$ cat src/rtl/idex_pkg.sv
// Shared constants for the ID/EX pipeline register: control-bundle layout and FSM states.
package idex_pkg;

  localparam int unsigned CTRL_W = 13;

  localparam int unsigned REGWRT    = 0;
  localparam int unsigned MEMTOREG  = 1;
  localparam int unsigned PCTOREG   = 2;
  localparam int unsigned BRNEG     = 3;
  localparam int unsigned BRZERO    = 4;
  localparam int unsigned JUMP      = 5;
  localparam int unsigned JUMPMEM   = 6;
  localparam int unsigned MEMREAD   = 7;
  localparam int unsigned MEMWRT    = 8;
  localparam int unsigned ALUOP_LSB = 9;
  localparam int unsigned ALUOP_MSB = 12;

  typedef enum logic [1:0] {
    EMPTY = 2'd0,
    HALF  = 2'd1,
    FULL  = 2'd2
  } state_e;

endpackage

$ cat src/rtl/idex_slot.sv
// One storage slot of the ID/EX register: width-W register with load enable and async clear.
module idex_slot #(
  parameter int unsigned W = 8
) (
  input  logic         clk,
  input  logic         rst,
  input  logic         load,
  input  logic [W-1:0] d,
  output logic [W-1:0] q
);

  always_ff @(posedge clk or posedge rst) begin
    if (rst) begin
      q <= '0;
    end else if (load) begin
      q <= d;
    end
  end

endmodule

$ cat src/rtl/idex_pipe_reg.sv
// ID/EX pipeline register with valid/ready handshake, one-entry skid buffer, flush and
// bubble masking of the control bundle.
module idex_pipe_reg
  import idex_pkg::*;
#(
  parameter int unsigned CTRL_W = 13,
  parameter int unsigned DATA_W = 32,
  parameter int unsigned REG_W  = 6,
  parameter int unsigned PC_W   = 32
) (
  input  logic              clk,
  input  logic              rst,
  input  logic              flush,
  input  logic              in_valid,
  output logic              in_ready,
  input  logic [CTRL_W-1:0] in_ctrl,
  input  logic [DATA_W-1:0] in_rs,
  input  logic [DATA_W-1:0] in_rt,
  input  logic [REG_W-1:0]  in_rd,
  input  logic [PC_W-1:0]   in_pc,
  output logic              out_valid,
  input  logic              out_ready,
  output logic [CTRL_W-1:0] out_ctrl,
  output logic [DATA_W-1:0] out_rs,
  output logic [DATA_W-1:0] out_rt,
  output logic [REG_W-1:0]  out_rd,
  output logic [PC_W-1:0]   out_pc,
  output logic [1:0]        occupancy
);

  localparam int unsigned W = CTRL_W + 2 * DATA_W + REG_W + PC_W;

  state_e            state_q, state_d;
  logic              accept, consume;
  logic              main_load, skid_load;
  logic [W-1:0]      in_word, main_d, main_q, skid_q;
  logic [CTRL_W-1:0] main_ctrl;

  assign in_word = {in_ctrl, in_rs, in_rt, in_rd, in_pc};
  assign accept  = in_valid & in_ready;
  assign consume = out_valid & out_ready;

  always_ff @(posedge clk or posedge rst) begin
    if (rst) begin
      state_q <= EMPTY;
    end else begin
      state_q <= state_d;
    end
  end

  always_comb begin
    state_d = state_q;
    if (flush) begin
      state_d = EMPTY;
    end else begin
      case (state_q)
        EMPTY: if (accept) state_d = HALF;
        HALF: begin
          if (accept && !consume) state_d = FULL;
          else if (!accept && consume) state_d = EMPTY;
        end
        FULL:  if (consume) state_d = HALF;
        default: state_d = EMPTY;
      endcase
    end
  end

  // Flush suppresses every slot write, so a discarded input never lands in storage.
  always_comb begin
    main_load = 1'b0;
    skid_load = 1'b0;
    main_d    = in_word;
    if (!flush) begin
      case (state_q)
        EMPTY: main_load = accept;
        HALF: begin
          main_load = accept & consume;
          skid_load = accept & ~consume;
        end
        FULL: begin
          main_load = consume;
          main_d    = skid_q;
        end
        default: ;
      endcase
    end
  end

  idex_slot #(
    .W(W)
  ) u_main (
    .clk (clk),
    .rst (rst),
    .load(main_load),
    .d   (main_d),
    .q   (main_q)
  );

  idex_slot #(
    .W(W)
  ) u_skid (
    .clk (clk),
    .rst (rst),
    .load(skid_load),
    .d   (in_word),
    .q   (skid_q)
  );

  assign {main_ctrl, out_rs, out_rt, out_rd, out_pc} = main_q;

  // in_ready depends only on registered state (and rst), never on out_ready.
  always_comb begin
    out_valid = (state_q != EMPTY);
    in_ready  = ~rst & (state_q != FULL);
    out_ctrl  = out_valid ? main_ctrl : '0;
    case (state_q)
      HALF:    occupancy = 2'd1;
      FULL:    occupancy = 2'd2;
      default: occupancy = 2'd0;
    endcase
  end

endmodule
$ cat config.mk
export PLATFORM = sky130hd
export DESIGN_NAME = idex_pipe_reg
export DESIGN_NICKNAME = d
export VERILOG_FILES = /design/src/rtl/idex_pkg.sv /design/src/rtl/idex_slot.sv /design/src/rtl/idex_pipe_reg.sv
export SDC_FILE = /design/constraint.sdc
export NUM_CORES = 1
export LEC_CHECK = 0
export ABC_AREA = 0
export CAP_MARGIN = 20
export CORE_ASPECT_RATIO = 0.5
export CORE_UTILIZATION = 55
export CTS_BUF_LIST = sky130_fd_sc_hd__clkbuf_16
export CTS_CLUSTER_DIAMETER = 200
export DETAILED_ROUTE_END_ITERATION = 16
export PLACE_DENSITY_LB_ADDON = 0.12
export SLEW_MARGIN = 15
export SYNTH_ARGS = -nofsm -noshare
export SYNTH_HDL_FRONTEND = slang
export SYNTH_SLANG_ARGS = --single-unit
export TNS_END_PERCENT = 30
$ cat constraint.sdc
create_clock -name clk -period 13.3 [get_ports clk]
set_input_delay 1.33 -clock clk [delete_from_list [all_inputs] [get_ports clk]]
set_output_delay 1.33 -clock clk [all_outputs]
set_load 0.1 [all_outputs]
==> results.md, run 1 <==
- Post-Synth XOR/XNOR Area: 0%
- Combinational share of power: 36.4%
- Post-layout nets: ~1100
- Met1 Use GR: 30.5%
- Post-Route WL: 21100 um
- Compound-Gate Fraction of Synth Area: 5.68%
- CTS sink cnt: 232
- RSZ-0062 raised after global routing: no
- GRT overflow: 0
- Slack of the worst reg-to-reg path: approximately 10 ns
- Syn Std Cell Area: 10500 um^2
- Synth warnings: 0
- Synth Area in Simple Gates: 5.68%
- Number of global-route vias before repair: 6545
- Setup crit end: occupancy[1]
- Internal power: roughly 0.0014 W
- IO Pins: ~240
- Hold_ws: between 0.4 and 0.5 ns
- Dpl hpwl: 13900 um
- Max Buffers Root-to-Sink: 3
- Crit end category: output pin
- Layout cell share with drive strength beyond 1: ~15%
- Gr busiest metal: met2
- Placer Congestion: 0.730
- TritonCTS clock tree: built
- Inserted Clock Buffers: 21
- Die area: 19700 um^2
- Synth Area in Adders: 0%
- Resize count post-CTS: 0
- Reg power frac: 38.9%
- Placed insts: 1229
- Max-cap violation count: 0
- Met2 usage: 35.0%
- Final setup vio count: 0
- DRT antenna net count: 0
- Status: complete, no violations
- Post-route DRC: 0
- Final number of hold-violating endpoints: 0
- Worst Setup SP: state_q[0]
- Root buf cell: clkbuf_16
- VDD IR max: about 0.00010 V
- Avg Cell Area, Syn: 12.0 um^2
- Switching Share: 40.5%
- H-tree depth: 1
- Slew @ Worst Pin: 1.05 ns
- Crit path kind: flip-flop to output pin
- Die Span X: 198 um
- Worst Hold Path Cells: 2
- Initial Util: 56.7%
- Global routing usage on met3: about 5.8%
- Core Area: 18600 um^2
- Post-CTS Setup Repair Bufs: 0
- Multiplexer share of the synthesized area: 23.2%
- Worst-Skew Late Latency: 0.49 ns
- DRT Pass-1 Iters: 4
- GRT Resource Usage Total: 21.9%
- Psw: 0.000950 W
- Die outline height: between 90 and 100 um
- R2R Path End: u_main.q[32]
- Leakage: 5.86 nW
- Netlist cell types: 24
- Critical Path Fanout Max: 49
- Worst setup SP type: flip-flop
- Initial DRC Count: approximately 280
- Mapped Nets: roughly 1000
- Post-layout min period: 5.43 ns
- Worst r2r src: state_q[1]
- Reg2Reg Depth: 5
- First-pass GRT wire length: 34200 um
- CTS Hold Bufs: 0
- Layout Cells excl Fill: ~1300
- FMAX: 184 MHz
- P&R area growth vs syn: 22.4%
- Initial antenna violation count: 1
- Part of the cycle the worst path needs: 40.8%
- Largest net degree at the start of global routing: 113
- Seq/Total Area, Yosys: 55.2%
- Clk slew on worst S/H paths: 0.07 ns
- Total vias in the final route: 6472
- Pins Over Slew Limit: 0
- Worst hold path type: flip-flop to flip-flop
- Req. time, crit path: 11.97 ns
- WL per Instance: 16.7 um
- Largest family of logic cells by synthesized area: multiplexers
- WP data arrival: 4.10 ns
- FP Rows: 35
- Port bufs: 238
- Yosys reg bits: 232
- Slew margin rel.: 29.7%
- Power share of the clock group: ~25%
- PwrDens: roughly 180 nW/um^2
- Synthesized instance count: slightly below 900
- Setup TNS: 0 ns
- Via density: 5.12
- Clk_skew: 0.00960 ns
- Antenna Diode Count: 0
[logic make-up (layout without fill, tap and decap cells)]
family,count (synthesis),in the layout
DFF,232,232
and+or+nand+nor,142,142
AOI/OAI and AO/OA,118,118
buffers and inverters,156,283
muxes,230,230
[layer usage]
| metal | share of wire [%] | up-vias |
|---|---|---|
| met1 | 46 | 3185 |
| met3 | 6.5 | 23 |
| met2 | 46 | 138 |
| met5 | 0 | - |
| met4 | 1.7 | 0 |
| li1 | - | 3126 |
[metrics by stage]
| step | power (W) | instance area (um^2) | util [%] | setup slack (ns) |
|---|---|---|---|---|
| finish | 0.00235 | 12900 | 69.4 | 7.87 |
| global route | 0.00245 | 12900 | 69.4 | 7.71 |
| CTS | 0.00237 | 12900 | 69.4 | 7.83 |
| detailed placement | 0.00179 | 12300 | 66.0 | 8.37 |
| global placement | 0.00177 | 12300 | 66.0 | 8.36 |
| floorplan | 0.00166 | 10500 | - | 5.61 |
[power groups by stage]
stage | Sequential [W] | Combinational [W] | Clock [W]
after CTS | 0.000914 | 0.000862 | 0.000593
after detailed placement | 0.000926 | 0.000860 | 0
after global routing | 0.000931 | 0.000893 | 0.000624
after global placement | 0.000918 | 0.000849 | 0
after floorplan | 0.000906 | 0.000754 | 0
final | 0.000914 | 0.000855 | 0.000578
[cells in the final DEF, fill, tap and decap left out, types with 2 or more instances in the layout]
| cell | n |
|---|---|
| mux2_2 | 115 |
| nor2_1 | 3 |
| inv_1 | 5 |
| buf_4 | 7 |
| o21ai_0 | 15 |
| dfrtp_1 | 232 |
| clkinv_1 | 7 |
| clkdlybuf4s50_1 | 238 |
| nand2_1 | 117 |
| mux2i_1 | 115 |
| bufinv_16 | 2 |
| o21ai_1 | 100 |
| nor2b_1 | 16 |
| clkbuf_16 | 21 |
[worst min path at each step]
stage,start,to,slack [ns]
after floorplan,u_main.q[102],u_main.q[102],0.44
after detailed placement,u_main.q[103],u_main.q[103],0.46
final,u_main.q[103],u_main.q[103],0.47
after global placement,u_main.q[113],u_main.q[113],0.45
after CTS,u_main.q[103],u_main.q[103],0.48
after global routing,u_main.q[103],u_main.q[103],0.51
[synth_stat cells]
cell type	number	area [um^2]
nand3b_1	1	7.51
dfrtp_1	232	5810
o21ai_1	100	500
buf_1	3	11.3
a31o_2	1	8.76
o21ai_0	15	75.1
inv_1	2	7.51
mux2i_1	115	1150
nor2_1	3	11.3
buf_6	12	135
nor3b_1	1	7.51
buf_4	102	766
nor2b_1	16	100
or4bb_1	1	11.3
inv_2	1	3.75
a31oi_1	1	6.26
o21bai_1	1	7.51
buf_2	13	65.1
or4b_1	1	10.0
mux2_2	115	1290
nand3_1	1	5.00
nand2b_1	1	6.26
nand2_1	117	439
clkbuf_1	23	86.3
[registers in the layout, summed over array words and instances, names as in the netlist]
| name | flops |
|---|---|
| u_skid.q | 115 |
| state_q | 2 |
| u_main.q | 115 |
[layout make-up]
cell class / instances / area (um^2)
clock buffers: 21 / 526
clock inverters: 14 / 106
fillers: 1398 / 5680
inverters: 3 / 21.3
multi-input cells: 490 / 3670
flip-flops and latches: 232 / 5810
well taps: 259 / 324
repair buffers: 245 / 2430
[worst max-delay path, cell delays in order (launching register included)]
cell,delay [ns]
dfrtp_1,0.42
nand2b_2,0.19
buf_4,0.30
inv_4,0.56
buf_4,0.78
clkdlybuf4s50_1,1.28
Note: power is estimated with default switching activity, not from simulation.
==> inputs of run 2 (changes only) <==
CORE_UTILIZATION = 51   (was 55)
clock period = 5.5 ns   (was 13.3 ns; I/O delays follow)
==> run 2 against run 1 <==
  * Utilization fell by 4.1 points
  * Sequential share of layout area shrank 0.19 points
  * Combinational power grew 140%
  * Power grew 140%
  * Clock-buffer cell count unchanged
  * Sequential power rose by 140%
  * Clock skew down 0.0047 ns
  * Critical path type unchanged
  * Largest cell class unchanged
  * Largest power group unchanged
==> results.md, run 2 (same netlist as run 1, synthesis figures left out) <==
- Status: complete, no violations (unchanged)
- Area after DPL: 12300 um^2 (about the same)
- Die Span X: 205 um (was 198 um)
- Worst setup SP type: flip-flop (unchanged)
- Worst hold path type: flip-flop to flip-flop (unchanged)
- Most frequent cells in the layout: clkdlybuf4s50_1 (238), dfrtp_1 (232), nand2_1 (117) (unchanged)
- Initial DRC Count: 275 (was 281)
- DRT Pass-1 Iters: 5 (was 4)
- CTS Hold Bufs: 0 (unchanged)
- WL per Instance: 16.7 um (about the same)
- Final number of hold-violating endpoints: 0 (unchanged)
- RSZ-0062 raised after global routing: no (unchanged)
- Pins Over Slew Limit: 0 (unchanged)
- Largest net degree at the start of global routing: 98 (was 113)
- Post-route DRC: 0 (unchanged)
- GRT overflow: 0 (unchanged)
- Max-cap violation count: 0 (unchanged)
- Total vias in the final route: 6513 (was 6472)
- Critical Path Fanout Max: 34 (was 49)
- Resize count post-CTS: 0 (unchanged)
- Post-Route WL: 21300 um (was 21100 um)
- Die area: 21200 um^2 (was 19700 um^2)
- Leakage: 5.88 nW (was 5.86 nW)
- Inserted Clock Buffers: 21 (unchanged)
- PwrDens: 436 nW/um^2 (was 182 nW/um^2)
- Final setup vio count: 0 (unchanged)
- Post-Layout Inst Area: 12900 um^2 (about the same)
- Crit path kind: flip-flop to output pin (unchanged)
- FP Rows: 36 (was 35)
- Die outline height: 104 um (was 99.8 um)
- Clk_skew: 0.00494 ns (was 0.00960 ns)
- Layout cell share with drive strength beyond 1: 15.7% (was 15.0%)
- Req. time, crit path: 4.95 ns (was 11.97 ns)
- Crit end category: output pin (unchanged)
- DRT antenna net count: 0 (unchanged)
- Root buf cell: clkbuf_16 (unchanged)
- GRT Resource Usage Total: 20.3% (was 21.9%)
- Slew margin rel.: 30.8% (was 29.7%)
- Max Buffers Root-to-Sink: 3 (unchanged)
- WP data arrival: 2.88 ns (was 4.10 ns)
- Number of fill cells in the layout: 1552 (was 1398)
- Setup TNS: 0 ns (unchanged)
- Clk slew on worst S/H paths: 0.06 ns (was 0.07 ns)
- IO Pins: 239 (unchanged)
- TritonCTS clock tree: built (unchanged)
- Number of global-route vias before repair: 6645 (was 6545)
- Placer Congestion: 0.756 (was 0.730)
- Port bufs: 238 (unchanged)
- Post-layout min period: 3.43 ns
- First-pass GRT wire length: 34600 um (was 34200 um)
- Fin util: 65.3% (was 69.4%)
- Dpl hpwl: 13900 um (about the same)
- Regs by FF count: u_main.q: 115 flops, u_skid.q: 115 flops, state_q: 2 flops (unchanged)
- VDD IR max: 0.000209 V (was 0.000104 V)
- P&R area growth vs syn: 23.0% (was 22.4%)
- FMAX: 291 MHz
- Initial Util: 53.1% (was 56.7%)
- Slew @ Worst Pin: 1.04 ns (was 1.05 ns)
- Post-CTS Setup Repair Bufs: 0 (unchanged)
- H-tree depth: 1 (unchanged)
- CTS sink cnt: 232 (unchanged)
- Antenna Diode Count: 0 (unchanged)
- Post-layout nets: 1118 (was 1113)
- Part of the cycle the worst path needs: slightly above 60%
- Initial antenna violation count: 0 (was 1)
- Via density: 5.10 (was 5.12)
- Worst-Skew Late Latency: 0.49 ns (about the same)
- Most common cell after layout, fill and taps aside: clkdlybuf4s50_1 (unchanged)
- Core Area: 19800 um^2 (was 18600 um^2)
[run 2: changes by cell type in the layout (fill, tap and decap cells not counted), sizes merged]
cell | previous run | this run
bufinv | 2 | 1
inv | 7 | 5
buf | 7 | 12
clkinv | 8 | 9
clkinvlp | 0 | 3
[run 2: worst paths after layout]
path | start | endpoint | slack [ns] | cells past startpoint
hold reg to reg | u_main.q[104] | u_main.q[104] | 0.47 | 2
setup / recovery | state_q[0] | in_ready | 2.07 | 5
max in group asynchronous | rst | u_main.q[92] | 3.74 | 3
min in group asynchronous | rst | u_main.q[1] | 0.57 | 2
setup reg to reg | state_q[0] | u_main.q[56] | 2.54 | 7
hold / removal | u_main.q[104] | u_main.q[104] | 0.47 | 2
[run 2: worst max-delay path, cell delays in order, from the launching register on]
cell,delay [ns]
dfrtp_1,0.43
nand2b_2,0.14
buf_4,0.51
inv_4,0.08
nor2_1,0.10
clkdlybuf4s50_1,1.13
[run 2: metrics by stage]
stage | setup WS, ns | instances | power (W) | hold slack [ns]
global placement | 2.26 | 1239 | 0.00428 | 0.454
detailed placement | 2.18 | 1239 | 0.00433 | 0.463
CTS | 1.99 | 1275 | 0.00570 | 0.478
finish | 2.07 | 1277 | 0.00565 | 0.472
global route | 1.95 | 1277 | 0.00588 | 0.503
floorplan | 1.91 | 878 | 0.00402 | 0.442
[run 2: layout make-up]
cell class	instances	area (um^2)	share of cell area [%]
repair buffers	250	2500	19.3
clock inverters	15	93.8	0.725
well taps	266	333	2.57
multi-input cells	490	3670	28.3
inverters	3	17.5	0.135
clock buffers	21	526	4.06
flip-flops and latches	232	5810	44.9
[run 2: per-layer routing]
layer | track usage [%] | share of wire [%]
met1 | 26.8 | 45
met2 | 33.3 | 47
met3 | 5.38 | 5.6
met4 | 4.92 | 2.2
met5 | 0 | 0
[run 2: report_power, final]
group | total [W] | internal, W | leakage, nW | switching, W
sequential | 0.00221 | 0.00204 | 2.97 | 0.000169
combinational | 0.00207 | 0.000561 | 2.60 | 0.00151
clock | 0.00136 | 0.000740 | 0.310 | 0.000624
